==> config.mk <==
export PLATFORM = sky130hd
export DESIGN_NAME = ray_request_scheduler
export DESIGN_NICKNAME = d
export VERILOG_FILES = /design/src/rtl/ray_request_scheduler.sv
export SDC_FILE = /design/constraint.sdc
export NUM_CORES = 1
export LEC_CHECK = 0
export CAP_MARGIN = 10
export CORE_MARGIN = 2
export CORE_UTILIZATION = 59
export DETAILED_ROUTE_END_ITERATION = 7
export DONT_BUFFER_PORTS = 1
export GPL_TIMING_DRIVEN = 0
export MAX_ROUTING_LAYER = met4
export PLACE_DENSITY = 0.71
export SLEW_MARGIN = 20
export SYNTH_ARGS = -nofsm -noshare
export SYNTH_HDL_FRONTEND = slang
export SYNTH_SLANG_ARGS = --single-unit
==> constraint.sdc <==
create_clock -name clk -period 2.3 [get_ports clk]
set_clock_uncertainty 0.2 [all_clocks]
set_input_delay 0.23 -clock clk [delete_from_list [all_inputs] [get_ports clk]]
set_output_delay 0.23 -clock clk [all_outputs]
set_load 0.05 [all_outputs]
==> src/rtl/ray_request_scheduler.sv <==
// ray_request_scheduler: round-robin sharing of one calcRay datapath between N_REQ requesters,
// with a {valid,id} tag pipeline and square/r alignment into one tagged result register.
module ray_request_scheduler #(
    parameter int N_REQ       = 4,
    parameter int ID_W        = 2,
    parameter int IN_W        = 8,
    parameter int OUT_W       = 8,
    parameter int SQ_LATENCY  = 1,
    parameter int RAY_LATENCY = 4
) (
    input  logic                    clk,
    input  logic                    reset,
    input  logic                    enable,
    input  logic                    flush,
    input  logic [N_REQ-1:0]        req_valid,
    output logic [N_REQ-1:0]        req_ready,
    input  logic [N_REQ*IN_W-1:0]   req_x,
    input  logic [N_REQ*IN_W-1:0]   req_y,
    input  logic [N_REQ*IN_W-1:0]   req_z,
    output logic [IN_W-1:0]         ray_x,
    output logic [IN_W-1:0]         ray_y,
    output logic [IN_W-1:0]         ray_z,
    input  logic [OUT_W-1:0]        ray_xsq,
    input  logic [OUT_W-1:0]        ray_ysq,
    input  logic [OUT_W-1:0]        ray_zsq,
    input  logic [OUT_W-1:0]        ray_r,
    output logic                    res_valid,
    output logic [ID_W-1:0]         res_id,
    output logic [OUT_W-1:0]        res_xsq,
    output logic [OUT_W-1:0]        res_ysq,
    output logic [OUT_W-1:0]        res_zsq,
    output logic [OUT_W-1:0]        res_r,
    output logic                    busy,
    output logic [15:0]             issue_cnt
);
    localparam int D = RAY_LATENCY - SQ_LATENCY;

    logic [ID_W-1:0]        ptr_q, ptr_d, sel;
    logic [IN_W-1:0]        x_q, y_q, z_q, x_d, y_d, z_d;
    logic [15:0]            cnt_q, cnt_d;
    logic [RAY_LATENCY:0]   tv_q, tv_d;
    logic [ID_W-1:0]        tid_q [RAY_LATENCY+1];
    logic [ID_W-1:0]        tid_d [RAY_LATENCY+1];
    logic                   rv_q, rv_d;
    logic [ID_W-1:0]        rid_q, rid_d;
    logic [3*OUT_W-1:0]     rsq_q, rsq_d, sq_al;
    logic [OUT_W-1:0]       r_q, r_d;
    logic [2*N_REQ-1:0]     rot;
    logic                   found, hs;
    int                     s;

    // rot[o] is requester (ptr+o) mod N_REQ; scanning o downward leaves the nearest one
    always_comb begin
        rot   = {req_valid, req_valid} >> ptr_q;
        found = 1'b0;
        sel   = '0;
        s     = 0;
        for (int o = N_REQ - 1; o >= 0; o--) begin
            if (rot[o]) begin
                found = 1'b1;
                s     = int'(ptr_q) + o;
                if (s >= N_REQ) s = s - N_REQ;
                sel   = ID_W'(s);
            end
        end
        hs        = found & enable & ~flush & reset;
        req_ready = hs ? (N_REQ'(1) << sel) : '0;
    end

    always_comb begin
        x_d    = hs ? req_x[sel*IN_W +: IN_W] : x_q;
        y_d    = hs ? req_y[sel*IN_W +: IN_W] : y_q;
        z_d    = hs ? req_z[sel*IN_W +: IN_W] : z_q;
        ptr_d  = hs ? ((int'(sel) == N_REQ - 1) ? '0 : sel + 1'b1) : ptr_q;
        cnt_d  = cnt_q + 16'(hs);
        tv_d   = flush ? '0 : {tv_q[RAY_LATENCY-1:0], hs};
        tid_d[0] = hs ? sel : tid_q[0];
        for (int j = 1; j <= RAY_LATENCY; j++) tid_d[j] = tid_q[j-1];
        rv_d   = tv_q[RAY_LATENCY] & ~flush;
        rid_d  = rv_d ? tid_q[RAY_LATENCY] : rid_q;
        rsq_d  = rv_d ? sq_al : rsq_q;
        r_d    = rv_d ? ray_r : r_q;
    end

    generate
        if (D == 0) begin : g_direct
            assign sq_al = {ray_xsq, ray_ysq, ray_zsq};
        end else begin : g_delay
            logic [3*OUT_W-1:0] dl_q [D];
            always_ff @(posedge clk or negedge reset) begin
                if (!reset) begin
                    dl_q <= '{default: '0};
                end else begin
                    dl_q[0] <= {ray_xsq, ray_ysq, ray_zsq};
                    for (int j = 1; j < D; j++) dl_q[j] <= dl_q[j-1];
                end
            end
            assign sq_al = dl_q[D-1];
        end
    endgenerate

    always_ff @(posedge clk or negedge reset) begin
        if (!reset) begin
            ptr_q <= '0;
            x_q   <= '0;
            y_q   <= '0;
            z_q   <= '0;
            cnt_q <= '0;
            tv_q  <= '0;
            tid_q <= '{default: '0};
            rv_q  <= 1'b0;
            rid_q <= '0;
            rsq_q <= '0;
            r_q   <= '0;
        end else begin
            ptr_q <= ptr_d;
            x_q   <= x_d;
            y_q   <= y_d;
            z_q   <= z_d;
            cnt_q <= cnt_d;
            tv_q  <= tv_d;
            tid_q <= tid_d;
            rv_q  <= rv_d;
            rid_q <= rid_d;
            rsq_q <= rsq_d;
            r_q   <= r_d;
        end
    end

    assign ray_x     = x_q;
    assign ray_y     = y_q;
    assign ray_z     = z_q;
    assign res_valid = rv_q;
    assign res_id    = rid_q;
    assign {res_xsq, res_ysq, res_zsq} = rsq_q;
    assign res_r     = r_q;
    assign busy      = |tv_q;
    assign issue_cnt = cnt_q;
endmodule

==> results of run 1 <==
[logic make-up after synthesis]
kind of cell / Yosys count / synth area share (%)
adders and majority gates: 6 / 1.21
muxes: 59 / 10.2
buffers and inverters: 33 / 2.62
and+or+nand+nor: 102 / 8.41
xor gates and xnor gates: 14 / 1.98
AOI/OAI and AO/OA: 79 / 9.47
DFF: 164 / 66.1
[stage by stage]
step	setup slack, ps	utilization, %	area [µm²]	hold slack (ps)
after global placement	-127	62.1	6380	-262
after floorplan	70.2	-	6210	-266
after detailed placement	-146	62.1	6380	-262
==> flow_summary.toml, run 1 <==
[clock_tree]
root_buffer = "clkbuf_8"
htreeDepth = 4
cts_buffer_depth = 2
numCtsBuffers = 17
cts_resized = 18
cts_sinks = 164
cts-hold-fix-buffers = 127
post_cts_buffers = 5

[floorplanning]
row_count = 37
io_pins = 216
dieWidth_um = 107
start_util_pct = 60.4
die_y_um = 107

[logic_synthesis]
ys_top_cells_by_count = "dfrtp_1 (164), nand2_1 (39), nand4_1 (26)"
yosys.cell_count.top_type = "dfrtp_1"
yosysTopAreaCellShare_pct = 66.1
ys_ff_latch = 164
ys_top_cells_by_area = "dfrtp_1 (66%), mux2_2 (4.5%), mux2i_1 (4.0%)"
synth_cell_types = 38
synth_async_sr_flop_share_pct = 100
synth-edff-count = 0
seq_area_frac_synth_pct = 66.1
yosys.area.top_type = "dfrtp_1"
synthFlopType = "dfrtp_1"
syn_inst = 457
syn_nets = 599
avgSynthCellArea_um2 = 13.6
yosys_warnings = 0
syn-cell-area_um2 = 6210

[status]
error = "[ERROR RSZ-0060] Max buffer count reached."
outcome = "aborted with a tool error"
stop_stage = "clock tree synthesis (4_1_cts)"

[placed_design]
gp_congestion = 0.830
post-dp-hpwl_um = 8830
io_buffers = 0
dp_cells = 593
==> run 2: changes to the inputs <==
CORE_UTILIZATION = 40   (was 59)
MAX_ROUTING_LAYER = default   (was met4)
PLACE_DENSITY = default   (was 0.71)
PLACE_DENSITY_LB_ADDON = 0.15   (was default)
==> flow_summary.toml, run 2 <==
[status]
outcome = "finished, violations left"
violations = "negative hold slack, negative setup slack"

[floorplanning]
dieArea_um2 = 16500
die_y_um = 129
row_count = 45
core_um2 = 15200
start_util_pct = 40.8
dieWidth_um = 129
io_pins = 216

[finish]
final_cell_mix = "dfrtp_1 (162), dlygate4sd3_1 (129), nand2_1 (38), nand4_1 (26), mux2_2 (25)"
fin_area_um2 = 8450
syn_to_final_growth_pct = 36.1
largest_reg_flops = 48
regMostFlops = "g_delay.dl_q"
final_common_cell = "dfrtp_1"
final_net_count = 750
drive_gt1_share_pct = 15.8
diodes = 0

[setup_path]
arrival_ps = 1900
criticalPathCategory = "reg -> out"
cp_max_fo = 5
startpoint_type = "flip-flop"
worstSetupEndpointType = "output port"
crit_required_ps = 1870
rr_worst_depth = 7

[logic_synthesis]
synthFlopType = "dfrtp_1"
synth_cell_types = 38
synth_async_sr_flop_share_pct = 100
syn-cell-area_um2 = 6210
yosys.area.top_type = "dfrtp_1"
synth-edff-count = 0
ys_top_cells_by_count = "dfrtp_1 (164), nand2_1 (39), nand4_1 (26)"
yosys_warnings = 0
yosys.cell_count.top_type = "dfrtp_1"
seq_area_frac_synth_pct = 66.1
syn_nets = 599
ys_ff_latch = 164
syn_inst = 457
yosysTopAreaCellShare_pct = 66.1
ys_top_cells_by_area = "dfrtp_1 (66%), mux2_2 (4.5%), mux2i_1 (4.0%)"
avgSynthCellArea_um2 = 13.6

[timing]
fin_crit_sh_pct = 101
setup_viol = 2
slew_headroom_pct = 59.1
fin_hold_ws_ps = -690
worst_pin_slew_ps = 614
layout_setup_ws_ps = -28.6
fmax_mhz = 429
rsz0062_at_grt = "yes"
hold_violations = 164
drv_slew = 0
post-route-min-period_ps = 2330
finalSetupTns_ps = -43.1

[clock_tree]
cts_buffer_depth = 2
cts_tree = "yes"
cts-hold-fix-buffers = 129
root_buffer = "clkbuf_16"
htreeDepth = 4
path_clk_slew_ps = 70
cts_sinks = 164
numCtsBuffers = 17
clk_latency_ps = 420

[hold_path]
hold_path_class = "in -> async"

[global_routing]
grt_max_degree = 166
antenna_found_initial = 0
track_usage_pct = 18.7
grt_pass1_vias = 4635
gr-total-overflow = 0
grt_pass1_wl_um = 23800

[route]
vias = 4250
drc = 0
vias_per_cell = 5.25
dr.pass1.iters = 4
drtIter0Drc = 240
wl_um = 15000
avgRoutedWirePerCell_um = 18.5
ant_nets = 0

[placed_design]
gp_congestion = 0.848
post-dp-hpwl_um = 9480
io_buffers = 0
dpl_cell_area_um2 = 6440

[pwr]
powerDensity_nw_per_um2 = 1040
p_leak_nw = 3.80
ir_worst_vdd_uv = 489

[run]
maxCapViolations = 0
## run 2: layout make-up
class / count / area [µm²]
Clock inverter: 15 / 169
Fill cell: 1264 / 6750
Timing Repair Buffer: 135 / 1350
Buffer: 25 / 113
Tap cell: 188 / 235
Sequential cell: 164 / 4110
Inverter: 5 / 32.5
Clock buffer: 17 / 425
Multi-Input combinational cell: 260 / 2010
## run 2: path summary, 6_finish.rpt
path                       startpoint           end  slack, ps
min                             reset      rsq_q[5]       -690
max                          ptr_q[1]  req_ready[1]        -30
min in group clk                flush      ray_z[7]         30
min reg2reg                  tid_d[2]      tid_d[0]        140
max in group asynchronous       reset      rsq_q[3]       2450
max reg2reg                  ptr_q[1]      ray_z[0]        120
## run 2: where the power goes
group | switching [W] | internal [W] | leakage (nW)
registers | 0.00127 | 0.00327 | 2.05
logic | 0.000699 | 0.000669 | 1.45
clock network | 0.00121 | 0.00163 | 0.294
total | 0.00318 | 0.00557 | 3.80
## run 2: what timing repair did
item | in CTS | in global routing
gates cloned | 0 | 0
endpoints found under the setup margin | 4 | 25
pin swaps | 1 | 6
setup buffers | 4 | 2
resized for setup | 15 | 20
hold endpoints to repair | 224 | 164
## run 2: per-stage QoR
| stage | worst slack [ps] | utilization (%) | hold slack [ps] | instances | total power (W) |
|---|---|---|---|---|---|
| floorplan | 70.2 | - | -266 | 457 | 0.00532 |
| global placement | -177 | 42.4 | -262 | 645 | 0.00559 |
| detailed placement | -211 | 42.4 | -262 | 645 | 0.00563 |
| CTS | -91.2 | 55.2 | -713 | 809 | 0.00872 |
| global route | -102 | 55.6 | -722 | 809 | 0.00913 |
| finish | -28.6 | 55.6 | -690 | 809 | 0.00875 |
## run 2: logic make-up after synthesis
logic type	share of synthesized area, %
AND/OR/NAND/NOR	8.41
XOR/XNOR	1.98
AO/OA/AOI/OAI	9.47
adder cells (fa/ha/maj)	1.21
multiplexers	10.2
flip-flops	66.1
buffers and inverters	2.62
## run 2: per-layer routing
layer  GRT usage [%]  vias to the layer above  share of wire (%)
met1            21.2                     2069                 39
met3            6.99                       31                8.6
met5               0                        -                  0
li1                -                     1927                  -
met2            31.4                      223                 50
met4            8.95                        0                2.6
## run 2: worst max-delay path, stage by stage, from the launching register on
cell and delay, ps:
dfrtp_2 420, mux2i_2 280, or2_4 180, nand3_4 150, inv_12 90, ha_1 130, and2_4 230
Note: power is estimated with default switching activity, not from simulation.
